--- src/rtl/alu_reservation_station.sv ---
// Age-ordered collapsing reservation station feeding one ALU: tag wakeup, oldest-ready select, ROB kill.
// Optional build macro ALU_RS_WAKEUP_BYPASS_EN lets same-cycle wakeups count toward eligibility.
module alu_reservation_station #(
   parameter int RS_DEPTH         = 4,
   parameter int NUM_WAKEUP_PORTS = 3
) (
   input  logic                          CLK,
   input  logic                          nRST,
   input  logic                          dispatch_valid,
   input  logic [47:0]                   dispatch_struct,
   output logic                          dispatch_ready,
   input  logic [NUM_WAKEUP_PORTS-1:0]   wakeup_valid,
   input  logic [6*NUM_WAKEUP_PORTS-1:0] wakeup_tag,
   input  logic                          kill_valid,
   input  logic [4:0]                    kill_ROB_index,
   output logic                          issue_valid,
   input  logic                          issue_ready,
   output logic [3:0]                    issue_op,
   output logic                          issue_itype,
   output logic [5:0]                    issue_source_0_tag,
   output logic [5:0]                    issue_source_1_tag,
   output logic [5:0]                    issue_dest_phys_reg_tag,
   output logic [15:0]                   issue_imm16,
   output logic [4:0]                    issue_ROB_index
);
   localparam int CNT_W = $clog2(RS_DEPTH + 1);

   typedef struct packed {
      logic [3:0]  op;
      logic        itype;
      logic        s0_needed;
      logic        s0_ready;
      logic [5:0]  s0_tag;
      logic        s1_needed;
      logic        s1_ready;
      logic [5:0]  s1_tag;
      logic [5:0]  dest;
      logic [15:0] imm16;
      logic [4:0]  rob;
   } rs_payload_t;

   typedef struct packed {
      logic        valid;
      rs_payload_t pl;
   } rs_entry_t;

   typedef struct packed {
      logic [3:0]  op;
      logic        itype;
      logic [5:0]  s0_tag;
      logic [5:0]  s1_tag;
      logic [5:0]  dest;
      logic [15:0] imm16;
      logic [4:0]  rob;
   } issue_t;

   function automatic logic tag_hit(input logic [5:0] tag,
                                    input logic [NUM_WAKEUP_PORTS-1:0] vld,
                                    input logic [6*NUM_WAKEUP_PORTS-1:0] tags);
      logic hit;
      hit = 1'b0;
      for (int p = 0; p < NUM_WAKEUP_PORTS; p++)
         if (vld[p] && tags[6*p +: 6] == tag) hit = 1'b1;
      return hit;
   endfunction

   rs_entry_t           ent_q [RS_DEPTH];
   rs_entry_t           ent_d [RS_DEPTH];
   logic [CNT_W-1:0]    count_q, count_d;
   issue_t              issue_q, issue_d;
   logic                issue_valid_q, issue_valid_d;
   rs_payload_t         disp_pl;
   logic                accept, issue_free, sel_valid;
   logic [RS_DEPTH-1:0] rdy0_w, rdy1_w, elig, killed, sel_oh;
   issue_t              sel_iss;

   assign disp_pl        = rs_payload_t'(dispatch_struct);
   assign dispatch_ready = count_q < CNT_W'(RS_DEPTH);
   assign accept         = dispatch_valid && dispatch_ready;
   assign issue_free     = !issue_valid_q || issue_ready;

   generate
      for (genvar gi = 0; gi < RS_DEPTH; gi++) begin : g_ent
         // Ready bits with this cycle's wakeups folded in; these are what get written back.
         assign rdy0_w[gi] = ent_q[gi].pl.s0_ready |
                             (ent_q[gi].pl.s0_needed & tag_hit(ent_q[gi].pl.s0_tag, wakeup_valid, wakeup_tag));
         assign rdy1_w[gi] = ent_q[gi].pl.s1_ready |
                             (ent_q[gi].pl.s1_needed & tag_hit(ent_q[gi].pl.s1_tag, wakeup_valid, wakeup_tag));
`ifdef ALU_RS_WAKEUP_BYPASS_EN
         assign elig[gi] = ent_q[gi].valid && (!ent_q[gi].pl.s0_needed || rdy0_w[gi]) &&
                           (!ent_q[gi].pl.s1_needed || rdy1_w[gi]);
`else
         assign elig[gi] = ent_q[gi].valid && (!ent_q[gi].pl.s0_needed || ent_q[gi].pl.s0_ready) &&
                           (!ent_q[gi].pl.s1_needed || ent_q[gi].pl.s1_ready);
`endif
         assign killed[gi] = kill_valid && ent_q[gi].valid && (ent_q[gi].pl.rob == kill_ROB_index);
      end
   endgenerate

   always_comb begin
      sel_oh    = '0;
      sel_valid = 1'b0;
      sel_iss   = '0;
      for (int i = 0; i < RS_DEPTH; i++) begin
         if (issue_free && !sel_valid && elig[i] && !killed[i]) begin
            sel_valid = 1'b1;
            sel_oh[i] = 1'b1;
            sel_iss   = '{op: ent_q[i].pl.op, itype: ent_q[i].pl.itype, s0_tag: ent_q[i].pl.s0_tag,
                          s1_tag: ent_q[i].pl.s1_tag, dest: ent_q[i].pl.dest,
                          imm16: ent_q[i].pl.imm16, rob: ent_q[i].pl.rob};
         end
      end
   end

   // Survivors pack down in order; the new dispatch lands right behind them.
   always_comb begin
      rs_entry_t e;
      int        wptr;
      wptr = 0;
      e    = '0;
      for (int k = 0; k < RS_DEPTH; k++) ent_d[k] = '0;
      for (int i = 0; i < RS_DEPTH; i++) begin
         e             = ent_q[i];
         e.pl.s0_ready = rdy0_w[i];
         e.pl.s1_ready = rdy1_w[i];
         if (e.valid && !killed[i] && !sel_oh[i]) begin
            for (int k = 0; k < RS_DEPTH; k++)
               if (k == wptr) ent_d[k] = e;
            wptr++;
         end
      end
      if (accept) begin
         e.valid       = 1'b1;
         e.pl          = disp_pl;
         e.pl.s0_ready = disp_pl.s0_ready |
                         (disp_pl.s0_needed & tag_hit(disp_pl.s0_tag, wakeup_valid, wakeup_tag));
         e.pl.s1_ready = disp_pl.s1_ready |
                         (disp_pl.s1_needed & tag_hit(disp_pl.s1_tag, wakeup_valid, wakeup_tag));
         for (int k = 0; k < RS_DEPTH; k++)
            if (k == wptr) ent_d[k] = e;
         wptr++;
      end
      count_d = CNT_W'(wptr);
   end

   always_comb begin
      issue_valid_d = issue_valid_q;
      issue_d       = issue_q;
      if (sel_valid) begin
         issue_valid_d = 1'b1;
         issue_d       = sel_iss;
      end else if (issue_valid_q && issue_ready) begin
         issue_valid_d = 1'b0;
      end else if (issue_valid_q && kill_valid && issue_q.rob == kill_ROB_index) begin
         issue_valid_d = 1'b0;
      end
   end

   always_ff @(posedge CLK or negedge nRST) begin
      if (!nRST) begin
         count_q       <= '0;
         issue_valid_q <= 1'b0;
         issue_q       <= '0;
         for (int k = 0; k < RS_DEPTH; k++) ent_q[k] <= '0;
      end else begin
         count_q       <= count_d;
         issue_valid_q <= issue_valid_d;
         issue_q       <= issue_d;
         for (int k = 0; k < RS_DEPTH; k++) ent_q[k] <= ent_d[k];
      end
   end

   assign issue_valid             = issue_valid_q;
   assign issue_op                = issue_q.op;
   assign issue_itype             = issue_q.itype;
   assign issue_source_0_tag      = issue_q.s0_tag;
   assign issue_source_1_tag      = issue_q.s1_tag;
   assign issue_dest_phys_reg_tag = issue_q.dest;
   assign issue_imm16             = issue_q.imm16;
   assign issue_ROB_index         = issue_q.rob;
endmodule

--- config.mk ---
export PLATFORM = sky130hd
export DESIGN_NAME = alu_reservation_station
export DESIGN_NICKNAME = d
export VERILOG_FILES = /design/src/rtl/alu_reservation_station.sv
export SDC_FILE = /design/constraint.sdc
export NUM_CORES = 1
export LEC_CHECK = 0
export ABC_AREA = 0
export CORE_ASPECT_RATIO = 1.1
export CORE_UTILIZATION = 40
export DETAILED_ROUTE_END_ITERATION = 16
export GPL_ROUTABILITY_DRIVEN = 0
export PLACE_DENSITY = 0.63
export SETUP_SLACK_MARGIN = 0.5
export SLEW_MARGIN = 30
export SYNTH_ARGS = -nofsm -noshare
export SYNTH_HDL_FRONTEND = slang
export SYNTH_SLANG_ARGS = --single-unit
export TNS_END_PERCENT = 20
--- constraint.sdc ---
create_clock -name CLK -period 4.87 [get_ports CLK]
set_input_delay 0.7305 -clock CLK [delete_from_list [all_inputs] [get_ports CLK]]
set_output_delay 0.7305 -clock CLK [all_outputs]
set_load 0.02 [all_outputs]
==> flow_summary_export.csv <==
group,metric,value,unit
worst_setup_path,critPathLaunchType,"primary input",
synth,muxShareOfSynthArea,15.1,%
placed_design,io_buffer_count,124,
worst_setup_path,endpoint_kind,"register",
worst_setup_path,rr_startpoint,"ent_q[149]",
synth,synth_top_family_by_area,"compound AO/OA/AOI/OAI gates",
worst_setup_path,reg2reg_depth,14,
worst_setup_path,cp_max_fo,26,
worst_setup_path,r2r_slack,900,ps
sta,setup_tns,0,ps
detailed_routing,drt_iter0_drc,1560,
grt,grt_usage,27.1,%
floorplanning,die_w,199,um
floorplanning,io_pins,125,
placed_design,dp_hpwl,36500,um
synth,synth_xor_area_share,10.8,%
synth,yosys.area_share.simple,15.1,%
pwr,ir_worst_vdd,0.399,mV
sta,finalHoldViolCount,0,
synth,postSynthCellCount,1982,
detailed_routing,dr.pass1.iters,6,
synth,syn_nets,2068,
synth,synth.avg_cell_area,8.61,sq um
pwr,switching_share,39.6,%
sta,max_freq,241,MHz
synth,synth_area_leaders,"dfrtp_1, mux2_2, mux2i_1, xnor2_1, nand2_1",
floorplanning,die_area,43500,sq um
clocking,postCtsSetupRepairBufs,0,
clocking,root_buffer,"clkbuf_16",
synth,yosysTopAreaCell,"dfrtp_1",
synth,ys_seq_area_share,35.5,%
floorplanning,die_h,219,um
pwr,power_density,515,nW/um^2
flow_run,maxCapViolations,0,
finish,multi_input_area,9940,sq um
sta,setup_ws,719,ps
detailed_routing,ant_nets,0,
synth,synthArstFlopShare,100,%
clocking,clk_latency,570,ps
grt,grt_max_degree,110,
synth,synth_compound_area_share,16.2,%
worst_setup_path,r2r-end,"ent_q[159]",
synth,synth_top_area_share,35.5,%
pwr,pwr-share-comb,45.9,%
worst_setup_path,path_class,"in -> reg",
sta,slew_violations,0,
detailed_routing,via_per_inst,6.06,
worst_setup_path,crit_arrival,4590,ps
sta,holdWs,132,ps
min_path,hold_class,"in -> async",
floorplanning,coreArea,42200,sq um
floorplanning,initial_core_util,40.4,%
synth,synth_edf_count,0,
finish,finalNetCount,2049,
sta,rsz0062_at_grt,"false",
clocking,clkTransAtPathRegs,60,ps
sta,relSlewSlack,34.0,%
sta,post-route-min-period,4150,ps
sta,finalSetupViolations,0,
detailed_routing,drcViolationCount,0,
grt,grt_pass1_vias,15500,
floorplanning,core.rowCount,79,
finish,fillers,3936,
synth,synth_cell_type_count,61,
synth,ys_seq_elements,242,
run_status,outcome,"complete, no violations",
detailed_routing,wl_per_cell,23.2,um
pwr,internal-power,6.21,mW
clocking,clockBufferDepth,3,
finish,drive_gt1_share,12.7,%
sta,min_period_over_period,85.2,%
grt,grt_pass1_wl,90800,um
pwr,clkPwrFrac,24.7,%
placed_design,post-place-ws,107,ps
clocking,cts-htree-levels,1,
sta,worstMarginPinSlew,990,ps
synth,yosysWarnings,0,
pwr,p_sw,4.08,mW
finish,utilization,47.3,%
finish,areaGrowthSynthToFinish,17.0,%
finish,n_antenna_cell,0,
clocking,cts_tree,"done",
worst_setup_path,timing.critical_path.required,5310,ps
synth,synth_common_cells,"dfrtp_1, nand2_1, clkbuf_1",
sta,fin_worst_skew,13.0,ps
pwr,seqPwrFrac,29.4,%
finish,seqCellArea,6060,sq um
detailed_routing,route.vias.total,15500,
grt,gr-total-overflow,0,
clocking,cts_num_sinks,242,
synth,syn_area,17100,sq um
clocking,cts_buffers,28,
synth,yosys_most_used_dff,"dfrtp_1",
detailed_routing,wl,59300,um
pwr,p_leak,9.27,nW
synth,synth_fa_ha_area_share,0.513,%
grt,antenna_found_initial,1,
-- registers in the layout, indices dropped and copies added, names as in the netlist, 4 cells and up --
name	flops
ent_q	196
issue_ROB_index	5
issue_source_0_tag	6
issue_imm16	16
issue_op	4
issue_dest_phys_reg_tag	6
issue_source_1_tag	6
-- power groups by stage --
stage	combinational, mW	sequential [mW]	clock (mW)
final	4.72	3.02	2.54
after floorplan	3.23	2.87	0
after detailed placement	4.67	3.05	0
after CTS	4.69	3.01	2.57
after global placement	4.54	3.03	0
after global routing	5.04	3.07	2.65
-- cell type report --
class	instances	share of cell area (%)
clock buffers	35	3.95
clock inverters	17	1.62
inverters	57	1.07
multi-input cells	1454	49.8
flip-flops and latches	242	30.3
well taps	567	3.55
repair buffers	180	9.70
-- through the flow --
step / total power [mW] / cells / area, sq um
global placement: 7.57 / 2499 / 18800
detailed placement: 7.72 / 2500 / 18900
global route: 10.8 / 2552 / 20000
CTS: 10.3 / 2552 / 20000
finish: 10.3 / 2552 / 20000
floorplan: 6.10 / 1982 / 17100
-- critical path, cell delays in order --
cell             delay [ps]
clkdlybuf4s50_1         440
xor2_1                  170
or4_4                   570
o21bai_1                210
a21boi_1                160
inv_1                   100
ha_1                    270
xnor2_2                 170
ha_1                    190
ha_1                    320
nor2b_1                 130
mux2i_1                 150
nor3_4                  320
buf_12                  260
mux2_2                  370
-- worst max path at each step --
stage | slack, ps | cells past startpoint | to | from
floorplan | 470 | 17 | ent_q[146] | kill_ROB_index[2]
global placement | 180 | 15 | ent_q[170] | kill_ROB_index[2]
detailed placement | 110 | 15 | ent_q[159] | kill_ROB_index[2]
CTS | 680 | 15 | ent_q[159] | kill_ROB_index[2]
global route | 540 | 15 | ent_q[159] | kill_ROB_index[2]
finish | 720 | 15 | ent_q[159] | kill_ROB_index[2]
-- cell families (layout without fill, tap and decap cells) --
| kind of cell | count (synthesis) | in the layout |
|---|---|---|
| AOI/OAI and AO/OA | 425 | 425 |
| xor gates and xnor gates | 209 | 209 |
| adders and majority gates | 7 | 7 |
| buffers and inverters | 286 | 289 |
| DFF | 242 | 242 |
| muxes | 239 | 239 |
| and+or+nand+nor | 574 | 574 |
-- layout by cell type (no fill, tap or decap), drive strengths merged, types with 9 or more instances in the layout --
| cell type | n |
|---|---|
| dfrtp | 242 |
| nand2 | 242 |
| nor2 | 141 |
| clkdlybuf4s50 | 123 |
| mux2 | 121 |
| mux2i | 118 |
| xnor2 | 112 |
| a21oi | 101 |
| o21ai | 98 |
| xor2 | 97 |
| inv | 58 |
| buf | 57 |
| a31oi | 52 |
| nand3 | 51 |
| a221oi | 47 |
| and3 | 46 |
| a211oi | 46 |
| clkbuf | 35 |
| nand4 | 33 |
| nor4 | 31 |
| o31ai | 29 |
| o31a | 20 |
| bufinv | 9 |
-- layer usage --
metal / GRT usage, % / routed length, um / up-vias
met4: 12.1 / 2160 / 2
li1: - / - / 6889
met5: 0 / 9 / -
met1: 35.0 / 24000 / 7589
met2: 45.3 / 28400 / 806
met3: 3.44 / 4810 / 186
-- what timing repair did --
item                                    in CTS  in global routing
endpoints found under the setup margin       0                101
hold buffers                                 0                  0
gates resized for setup                      0                  1
Note: power is estimated with default switching activity, not from simulation.
